### src/rtl/hubris_pkg.sv
// Shared Hubris core constants and fetch FSM state encodings.
package hubris_pkg;

   localparam int unsigned     XLEN     = 32;
   localparam int unsigned     INST_W   = 32;
   localparam logic [XLEN-1:0] RESET_PC = 32'h0000_0000;

   typedef enum logic [1:0] {
      S_BOOT  = 2'd0,
      S_RUN   = 2'd1,
      S_FLUSH = 2'd2
   } fetch_state_e;

endpackage

### src/rtl/fetch_fifo.sv
// Synchronous power-of-two FIFO holding fetched {pc, inst} pairs; flush wins over push.
module fetch_fifo #(
   parameter  int unsigned DEPTH = 2,
   parameter  int unsigned W     = 64,
   localparam int unsigned CNT_W = $clog2(DEPTH + 1)
) (
   input  logic             clk,
   input  logic             rst_n,
   input  logic             push,
   input  logic             pop,
   input  logic             flush,
   input  logic [W-1:0]     wdata,
   output logic [W-1:0]     rdata,
   output logic [CNT_W-1:0] count,
   output logic             full,
   output logic             empty
);

   localparam int unsigned PTR_W = $clog2(DEPTH);

   logic [W-1:0]     mem_q [DEPTH];
   logic [W-1:0]     mem_d [DEPTH];
   logic [PTR_W-1:0] wr_ptr_q, wr_ptr_d;
   logic [PTR_W-1:0] rd_ptr_q, rd_ptr_d;
   logic [CNT_W-1:0] count_q, count_d;
   logic             push_ok_c, pop_ok_c;

   assign full  = (count_q == CNT_W'(DEPTH));
   assign empty = (count_q == '0);
   assign count = count_q;
   assign rdata = mem_q[rd_ptr_q];

   // A push into a full FIFO is only legal when the head leaves in the same cycle.
   always_comb begin
      mem_d     = mem_q;
      wr_ptr_d  = wr_ptr_q;
      rd_ptr_d  = rd_ptr_q;
      count_d   = count_q;
      pop_ok_c  = pop && !empty;
      push_ok_c = push && (!full || pop_ok_c);
      if (flush) begin
         wr_ptr_d = '0;
         rd_ptr_d = '0;
         count_d  = '0;
      end else begin
         if (push_ok_c) begin
            mem_d[wr_ptr_q] = wdata;
            wr_ptr_d        = wr_ptr_q + PTR_W'(1);
         end
         if (pop_ok_c) begin
            rd_ptr_d = rd_ptr_q + PTR_W'(1);
         end
         count_d = count_q + CNT_W'(push_ok_c) - CNT_W'(pop_ok_c);
      end
   end

   always_ff @(posedge clk or negedge rst_n) begin
      if (!rst_n) begin
         for (int i = 0; i < int'(DEPTH); i++) mem_q[i] <= '0;
         wr_ptr_q <= '0;
         rd_ptr_q <= '0;
         count_q  <= '0;
      end else begin
         mem_q    <= mem_d;
         wr_ptr_q <= wr_ptr_d;
         rd_ptr_q <= rd_ptr_d;
         count_q  <= count_d;
      end
   end

endmodule

### src/rtl/fetch_stage.sv
// Hubris instruction fetch: owns the PC, issues 1-cycle imem reads and buffers
// {pc, inst} pairs for decode; redirects bump an epoch so stale responses are dropped.
module fetch_stage #(
   parameter int unsigned     XLEN       = hubris_pkg::XLEN,
   parameter logic [XLEN-1:0] RESET_PC   = hubris_pkg::RESET_PC,
   parameter int unsigned     FIFO_DEPTH = 2
) (
   input  logic                          clk,
   input  logic                          rst_n,
   output logic [XLEN-1:0]               imem_addr,
   output logic                          imem_read_en,
   input  logic [hubris_pkg::INST_W-1:0] imem_read_data,
   input  logic                          redirect_valid,
   input  logic [XLEN-1:0]               redirect_pc,
   output logic                          out_valid,
   input  logic                          out_ready,
   output logic [XLEN-1:0]               out_pc,
   output logic [hubris_pkg::INST_W-1:0] out_inst
);

   import hubris_pkg::*;

   localparam int unsigned CNT_W = $clog2(FIFO_DEPTH + 1);
   localparam int unsigned OCC_W = CNT_W + 1;
   localparam int unsigned PKT_W = XLEN + INST_W;

   fetch_state_e    state_q, state_d;
   logic [XLEN-1:0] pc_q, pc_d;
   logic [XLEN-1:0] req_pc_q, req_pc_d;
   logic            inflight_q, inflight_d;
   logic            epoch_q, epoch_d;
   logic            req_epoch_q, req_epoch_d;

   logic             issue_c, push_c, pop_c;
   logic [OCC_W-1:0] occ_c;
   logic [CNT_W-1:0] fifo_count;
   logic             fifo_full, fifo_empty;
   logic [PKT_W-1:0] fifo_rdata;

   // Credit check: buffered + in-flight words after this cycle's pop must leave room.
   assign pop_c   = !fifo_empty && out_ready;
   assign occ_c   = OCC_W'(fifo_count) + OCC_W'(inflight_q) - OCC_W'(pop_c);
   assign issue_c = (state_q == S_RUN) && !redirect_valid && (occ_c < OCC_W'(FIFO_DEPTH));
   assign push_c  = inflight_q && (req_epoch_q == epoch_q) && !redirect_valid
                    && (!fifo_full || pop_c);

   assign imem_read_en       = issue_c;
   assign imem_addr          = pc_q;
   assign out_valid          = !fifo_empty;
   assign {out_pc, out_inst} = fifo_rdata;

   always_comb begin
      state_d     = state_q;
      pc_d        = pc_q;
      epoch_d     = epoch_q;
      req_pc_d    = req_pc_q;
      req_epoch_d = req_epoch_q;
      inflight_d  = issue_c;
      case (state_q)
         S_BOOT:  state_d = S_RUN;
         S_RUN:   state_d = S_RUN;
         S_FLUSH: state_d = S_RUN;
         default: state_d = S_BOOT;
      endcase
      if (issue_c) begin
         pc_d        = pc_q + XLEN'(4);
         req_pc_d    = pc_q;
         req_epoch_d = epoch_q;
      end
      // Redirect overrides everything, including the BOOT and FLUSH bubbles.
      if (redirect_valid) begin
         pc_d    = {redirect_pc[XLEN-1:2], 2'b00};
         epoch_d = ~epoch_q;
         state_d = S_FLUSH;
      end
   end

   always_ff @(posedge clk or negedge rst_n) begin
      if (!rst_n) begin
         state_q     <= S_BOOT;
         pc_q        <= RESET_PC;
         req_pc_q    <= '0;
         inflight_q  <= 1'b0;
         epoch_q     <= 1'b0;
         req_epoch_q <= 1'b0;
      end else begin
         state_q     <= state_d;
         pc_q        <= pc_d;
         req_pc_q    <= req_pc_d;
         inflight_q  <= inflight_d;
         epoch_q     <= epoch_d;
         req_epoch_q <= req_epoch_d;
      end
   end

   fetch_fifo #(
      .DEPTH (FIFO_DEPTH),
      .W     (PKT_W)
   ) u_fifo (
      .clk   (clk),
      .rst_n (rst_n),
      .push  (push_c),
      .pop   (pop_c),
      .flush (redirect_valid),
      .wdata ({req_pc_q, imem_read_data}),
      .rdata (fifo_rdata),
      .count (fifo_count),
      .full  (fifo_full),
      .empty (fifo_empty)
   );

endmodule

### config.mk
export PLATFORM = sky130hd
export DESIGN_NAME = fetch_stage
export DESIGN_NICKNAME = d
export VERILOG_FILES = /design/src/rtl/hubris_pkg.sv /design/src/rtl/fetch_fifo.sv /design/src/rtl/fetch_stage.sv
export SDC_FILE = /design/constraint.sdc
export NUM_CORES = 1
export LEC_CHECK = 0
export BUFFER_PORTS_ARGS = -buffer_cell sky130_fd_sc_hd__clkbuf_2
export CORE_MARGIN = 4
export CORE_UTILIZATION = 45
export CTS_CLUSTER_DIAMETER = 40
export CTS_CLUSTER_SIZE = 40
export DETAILED_ROUTE_END_ITERATION = 10
export PLACE_DENSITY = 0.67
export SYNTH_ARGS = -nofsm -noshare
export SYNTH_HDL_FRONTEND = slang
export SYNTH_SLANG_ARGS = --single-unit
export TNS_END_PERCENT = 1
### constraint.sdc
create_clock -name clk -period 8 [get_ports clk]
set_input_delay 0 -clock clk [delete_from_list [all_inputs] [get_ports clk]]
set_output_delay 0 -clock clk [all_outputs]
set_load 0.05 [all_outputs]
==> impl_metrics.env, run 1 <==
export IMPL_status="completed"
export IMPL_netlist_top_cells_area="dfrtp_1 (54%), mux2_2 (23%), nand2_1 (5.0%)"
export IMPL_areaGrowthSynthToFinish_pct=24.3
export IMPL_final_nets=1006
export IMPL_die_w_um=149
export IMPL_synth_area_leader_cell="dfrtp_1"
export IMPL_clk_sink_count=193
export IMPL_die_height_um=149
export IMPL_post_cts_buffers=0
export IMPL_worst_setup_path_end_kind="output port"
export IMPL_htreeDepth=4
export IMPL_worstHoldPathType="input port to flip-flop"
export IMPL_power_report_internal_total_uw=2190
export IMPL_detail_route_vias_per_cell=5.30
export IMPL_timing_final_crit_period_ns=4.28
export IMPL_synth_edf_count=0
export IMPL_first_global_vias=6420
export IMPL_count_of_antenna_violating_nets_left_after_detailed_routing=0
export IMPL_critical_path_reg2reg_startpoint="u_fifo.count[1]$_DFF_PN0_"
export IMPL_cellLeakagePower_uw=0.00550
export IMPL_layout_drive_gt1_share=0.416
export IMPL_clock_fmax_ghz=0.234
export IMPL_drt_first_iter_violations=371
export IMPL_reg2reg_to="imem_addr[28]$_DFFE_PN0P_"
export IMPL_slew_viol_final=0
export IMPL_netlist_area_leader_share=0.540
export IMPL_startpoint_type="flip-flop"
export IMPL_place_detailed_hpwl_mm=13.4
export IMPL_cts_buffers=17
export IMPL_grt_pass1_wl_mm=34.0
export IMPL_gr_usage_all_layers=0.192
export IMPL_place_inst=1116
export IMPL_routed_wl_mm=20.6
export IMPL_ys_seq_area_frac=0.540
export IMPL_sum_neg_setup_slack_ns=0
export IMPL_grt_overflow=0
export IMPL_worst_ep_required_time_ns=8.00
export IMPL_placement_rows=51
export IMPL_worst_slew_margin_rel=0.340
export IMPL_seq_power_share=0.374
export IMPL_timing_reg2reg_worst_path_depth=12
export IMPL_post_synth_inst_count=728
export IMPL_p_sw_frac=0.420
export IMPL_maximum_number_of_pins_on_one_net_before_global_route_repair=115
export IMPL_ctsResizeCount=0
export IMPL_slew_of_the_pin_with_the_lowest_slew_margin_ns=0.991
export IMPL_timing_final_setup_violations=0
export IMPL_worstPathArrival_ns=4.28
export IMPL_ir_worst_vdd_v=0.000153
export IMPL_detail_route_wl_per_cell_um=17.0
export IMPL_timing_hold_ws_ns=0.0482
export IMPL_fin_cells=1211
export IMPL_final_hold_violation_count=0
export IMPL_drv_max_cap_violation_count=0
export IMPL_criticalPathCategory="flip-flop to output port"
export IMPL_place_worst_setup_slack_ns=3.95
export IMPL_yosysWarningCount=0
export IMPL_most_common_flop_cell_mapped_by_yosys="dfrtp_1"
export IMPL_crit_path_start="u_fifo.count[1]$_DFF_PN0_"
export IMPL_timing_reg2reg_setup_slack_ns=3.92
export IMPL_p_comb_frac=0.405
export IMPL_setup_worst_path_end="imem_read_en"
export IMPL_diodes=0
export IMPL_synth_avg_cell_area_um2=12.3
export IMPL_timing_final_crit_share=0.534
export IMPL_core_region_area_mm2=0.0195
export IMPL_post_route_worst_setup_slack_ns=3.72
export IMPL_drc=0
export IMPL_total_switching_power_uw=1590
export IMPL_cts_root_buf="clkbuf_16"
export IMPL_power_per_cell_area_mw_per_mm2=340
export IMPL_num_io_pins=166
export IMPL_async_flop_share=1.00
export IMPL_vias_post_dr=6422
export IMPL_postSynthRegisterBits=193
export IMPL_clk_latency_ns=0.42
export IMPL_worst_clock_skew_ns=0.0127
export IMPL_biggest_fanout_along_the_worst_timing_path=27
export IMPL_grt_antenna_before_repair=0
export IMPL_final_replace_weighted_congestion=0.829
export IMPL_design_die_area_mm2=0.0222
export IMPL_p_clk_frac=0.221
export IMPL_tritoncts_clock_tree="done"
export IMPL_firstDrtPassIters=5
export IMPL_grt_setup_unrepaired="false"
export IMPL_syn_area_mm2=0.00894
export IMPL_clk_path_buf_depth=2
export IMPL_place_port_buffers=159
export IMPL_initial_utilization=0.458
export IMPL_timing_hold_worst_start="out_ready"
export IMPL_clk_pin_slew_ns=0.07
export IMPL_yosys_cell_types_count=57
## cell families after synthesis
kind of cell / after synthesis / synth area share
compound gates: 64 / 0.0532
flops: 193 / 0.540
other cells: 1 / 0.000419
buf+inv: 51 / 0.0307
fa+ha+maj: 5 / 0.00784
mux: 186 / 0.234
xor+xnor: 9 / 0.00966
simple gates: 219 / 0.124
## how the worst min path moves through the flow
| stage | end | slack [ns] | depth (start not counted) |
|---|---|---|---|
| detailed placement | u_fifo.mem_q[92]$_DFFE_PN0P_ | 0.20 | 1 |
| CTS | u_fifo.rd_ptr_q$_DFFE_PN0P_ | 0.03 | 4 |
| finish | u_fifo.rd_ptr_q$_DFFE_PN0P_ | 0.05 | 4 |
| global placement | u_fifo.mem_q[25]$_DFFE_PN0P_ | 0.20 | 1 |
| floorplan | epoch_q$_DFFE_PN0P_ | -0.30 | 0 |
| global route | u_fifo.rd_ptr_q$_DFFE_PN0P_ | 0.04 | 4 |
## synth_stat cells (3+ instances only)
cell type / n
dfrtp_1: 193
mux2_2: 183
nand2_1: 118
nand3_1: 19
buf_2: 15
buf_4: 13
nand4_1: 12
nor2_1: 11
nor3_1: 11
o21ai_0: 11
clkbuf_1: 10
o211ai_1: 8
or4_1: 8
a21o_1: 7
a22oi_1: 7
o311ai_0: 7
a221o_1: 6
buf_1: 6
a21oi_1: 5
inv_1: 5
nor4_1: 5
and4_1: 4
ha_1: 4
nor2b_1: 4
xnor2_1: 4
xor2_1: 4
and3_1: 3
mux2_1: 3
o41ai_1: 3
## flip-flops by register name, indices dropped and copies added, names as in the netlist
register and flops:
u_fifo.mem_q 124, imem_addr 30, req_pc_q 30, state_q 2, u_fifo.count 2, epoch_q 1, inflight_q 1, req_epoch_q 1
u_fifo.rd_ptr_q 1, u_fifo.wr_ptr_q 1
## power by group through the flow
stage          Clock [µW]  Combinational (µW)  Sequential [µW]
2_1_floorplan           0                1140             1450
6_report              835                1530             1420
3_3_place_gp            0                1500             1420
3_5_place_dp            0                1520             1430
4_1_cts               859                1550             1410
5_1_grt               904                1630             1450
## layer usage
layer,vias up,track usage,part of all wire
met1,3179,0.269,0.46
met3,21,0.0413,0.054
li1,3040,-,-
met5,-,0,0
met4,0,0.0572,0.015
met2,182,0.302,0.47
## layout by cell type, fill, tap and decap left out, types with 5 or more instances in the layout
master | synthesis | routed
a221o_1 | 6 | 6
mux2_2 | 183 | 183
nor4_1 | 5 | 5
a21o_1 | 7 | 7
clkbuf_16 | 0 | 17
or4_1 | 8 | 8
o21ai_0 | 11 | 11
dfrtp_1 | 193 | 192
o311ai_0 | 7 | 7
o211ai_1 | 8 | 8
a21oi_1 | 5 | 5
nand4_1 | 12 | 12
buf_4 | 13 | 7
nor2_1 | 11 | 11
nand3_1 | 19 | 19
clkbuf_2 | 0 | 158
nor3_1 | 11 | 11
dlygate4sd3_1 | 0 | 63
a22oi_1 | 7 | 7
nand2_1 | 118 | 117
inv_1 | 5 | 5
## cell type report
class	instances	area, µm²
Fill cell	1696	8420
Sequential cell	193	4830
Multi-Input combinational cell	487	3860
Timing Repair Buffer	229	1490
Clock buffer	20	447
Tap cell	265	332
Clock inverter	12	133
Inverter	5	18.8
## repair_timing
action / 4_1_cts / 5_1_grt
hold buffers: 63 / 0
setup endpoints to repair: 0 / 0
hold endpoints to repair: 207 / 0
## critical path: stages, from the launching register on
cell and delay, ns:
dfrtp_1 0.48, or2_2 0.35, and2_1 0.20, ha_1 0.28
inv_1 0.08, nand2_1 0.07, fa_1 0.51, and4bb_1 0.41
nand2_2 0.09, inv_1 0.69, buf_4 0.38, clkbuf_2 0.32
## stage by stage
| stage | utilization | area (µm²) | total power, µW |
|---|---|---|---|
| 4_1_cts | 0.569 | 11100 | 3820 |
| 5_1_grt | 0.569 | 11100 | 3990 |
| 6_report | 0.569 | 11100 | 3780 |
| 3_5_place_dp | 0.507 | 9900 | 2950 |
| 3_3_place_gp | 0.507 | 9900 | 2930 |
| 2_1_floorplan | - | 8950 | 2590 |
Power figures use the tool's default switching activity.
==> run 2: changes to the inputs <==
--- a/config.mk
+++ b/config.mk
@@ -11,7 +11,7 @@
 export CTS_CLUSTER_DIAMETER = 40
 export CTS_CLUSTER_SIZE = 40
 export DETAILED_ROUTE_END_ITERATION = 10
-export PLACE_DENSITY = 0.67
+export PLACE_DENSITY = 0.69
 export SYNTH_ARGS = -nofsm -noshare
 export SYNTH_HDL_FRONTEND = slang
 export SYNTH_SLANG_ARGS = --single-unit
==> constraint.sdc (replaced) <==
create_clock -name clk -period 3.86 [get_ports clk]
set_input_delay 0 -clock clk [delete_from_list [all_inputs] [get_ports clk]]
set_output_delay 0 -clock clk [all_outputs]
set_load 0.05 [all_outputs]
==> impl_metrics.env, run 2 (synthesis results as in run 1) <==
export IMPL_p_clk_frac=0.224
export IMPL_grt_setup_unrepaired="false"
export IMPL_seq_power_share=0.372
export IMPL_largest_reg_flops=124
export IMPL_grt_overflow=0
export IMPL_ir_worst_vdd_v=0.000407
export IMPL_num_io_pins=166
export IMPL_final_nets=1013
export IMPL_detail_route_wl_per_cell_um=17.2
export IMPL_timing_final_setup_violations=0
export IMPL_maximum_number_of_pins_on_one_net_before_global_route_repair=112
export IMPL_worst_setup_path_end_kind="output port"
export IMPL_htreeDepth=4
export IMPL_worstPathArrival_ns=3.56
export IMPL_timing_hold_ws_ns=0.0433
export IMPL_die_w_um=149
export IMPL_layout_cells_most_common="dfrtp_1"
export IMPL_detail_route_vias_per_cell=5.32
export IMPL_final_hold_violation_count=0
export IMPL_power_report_internal_total_uw=4550
export IMPL_tritoncts_clock_tree="done"
export IMPL_cts_root_buf="clkbuf_16"
export IMPL_clk_pin_slew_ns=0.07
export IMPL_crit_path_start="u_fifo.count[0]$_DFF_PN0_"
export IMPL_firstDrtPassIters=5
export IMPL_drc=0
export IMPL_max_flop_register="u_fifo.mem_q"
export IMPL_final_layout_fill_cell_count=1674
export IMPL_p_sw_frac=0.425
export IMPL_clk_sink_count=193
export IMPL_cts_buffers=17
export IMPL_worst_ep_required_time_ns=3.86
export IMPL_critical_path_reg2reg_startpoint="u_fifo.count[0]$_DFF_PN0_"
export IMPL_vias_post_dr=6482
export IMPL_layout_drive_gt1_share=0.422
export IMPL_cellLeakagePower_uw=0.00555
export IMPL_slew_viol_final=0
export IMPL_fin_cells=1218
export IMPL_total_switching_power_uw=3370
export IMPL_biggest_fanout_along_the_worst_timing_path=23
export IMPL_worst_slew_margin_rel=0.374
export IMPL_die_height_um=149
export IMPL_routed_wl_mm=20.9
export IMPL_design_die_area_mm2=0.0222
export IMPL_slew_of_the_pin_with_the_lowest_slew_margin_ns=0.940
export IMPL_place_port_buffers=159
export IMPL_initial_utilization=0.458
export IMPL_clk_path_buf_depth=2
export IMPL_clock_fmax_ghz=0.281
export IMPL_timing_final_crit_period_ns=3.56
export IMPL_grt_antenna_before_repair=0
export IMPL_drt_first_iter_violations=413
export IMPL_final_replace_weighted_congestion=0.913
export IMPL_areaGrowthSynthToFinish_pct=25.6
export IMPL_clk_latency_ns=0.43
export IMPL_core_region_area_mm2=0.0195
export IMPL_multi_input_comb_area_mm2=0.00386
export IMPL_area_sequential_mm2=0.00483
export IMPL_timing_hold_worst_start="redirect_valid"
export IMPL_count_of_antenna_violating_nets_left_after_detailed_routing=0
export IMPL_startpoint_type="flip-flop"
export IMPL_criticalPathCategory="flip-flop to output port"
export IMPL_drv_max_cap_violation_count=0
export IMPL_gr_usage_all_layers=0.194
export IMPL_worstHoldPathType="input port to flip-flop"
export IMPL_status="completed"
export IMPL_place_detailed_hpwl_mm=13.7
export IMPL_worst_clock_skew_ns=0.0116
export IMPL_most_common_layout_cells="dfrtp_1 (192), mux2_2 (183), clkbuf_2 (157)"
export IMPL_first_global_vias=6692
export IMPL_placement_rows=51
export IMPL_p_comb_frac=0.404
export IMPL_power_per_cell_area_mw_per_mm2=706
export IMPL_place_inst=1123
export IMPL_grt_pass1_wl_mm=34.5
export IMPL_post_cts_buffers=0
export IMPL_sum_neg_setup_slack_ns=0
export IMPL_timing_final_crit_share=0.923
export IMPL_diodes=0
[run 2: critical path, cell delays in order (launching register included)]
cell and delay, ns:
dfrtp_1 0.40, or2_2 0.29, and2_1 0.20, ha_1 0.28
inv_1 0.07, nand2_1 0.06, fa_1 0.49, and4bb_1 0.42
nand2_2 0.30, inv_1 0.16, buf_4 0.30, buf_12 0.18
[run 2: final timing paths]
kind,end,cells past startpoint,slack [ns]
worst min register to register,state_q[0]$_DFF_PN0_,1,0.46
worst max-delay path,imem_read_en,11,0.30
worst min-delay path,state_q[1]$_DFF_PN0_,1,0.04
max in group asynchronous,req_pc_q[18]$_DFFE_PN0P_,3,2.66
worst max register to register,imem_addr[28]$_DFFE_PN0P_,12,0.37
min in group asynchronous,u_fifo.mem_q[25]$_DFFE_PN0P_,2,0.27
[run 2: through the flow]
stage / area (µm²) / total power [µW] / setup WS, ns / util
after CTS: 11200 / 8000 / 0.245 / 0.575
final: 11200 / 7920 / 0.299 / 0.575
after detailed placement: 9990 / 6150 / 0.347 / 0.512
after floorplan: 8950 / 5380 / 0.574 / -
after global placement: 9990 / 6100 / 0.413 / 0.512
after global routing: 11200 / 8340 / 0.0819 / 0.575
[run 2: power groups by stage]
stage               Combinational [µW]  Sequential [µW]  Clock, µW
CTS                               3230             2940       1820
floorplan                         2370             3010          0
finish                            3200             2950       1780
global route                      3410             3020       1910
global placement                  3140             2960          0
detailed placement                3170             2980          0
[run 2: layout make-up]
cell class	instances	area share
clock buffer	20	0.0407
clock inverter	12	0.0128
inverter	5	0.00167
multi-input combinational	487	0.344
sequential	193	0.430
tap	265	0.0295
timing repair buffer	236	0.141
[run 2: repair_timing]
item	in CTS	in global routing
hold buffers	63	0
endpoints found under the hold margin	202	0
resized for setup	0	0
[run 2: per-layer routing]
| metal | track usage | up-vias | share of wire |
|---|---|---|---|
| met5 | 0 | - | 0 |
| met2 | 0.309 | 210 | 0.47 |
| met3 | 0.0407 | 26 | 0.058 |
| li1 | - | 3053 | - |
| met4 | 0.0641 | 0 | 0.015 |
| met1 | 0.265 | 3193 | 0.46 |
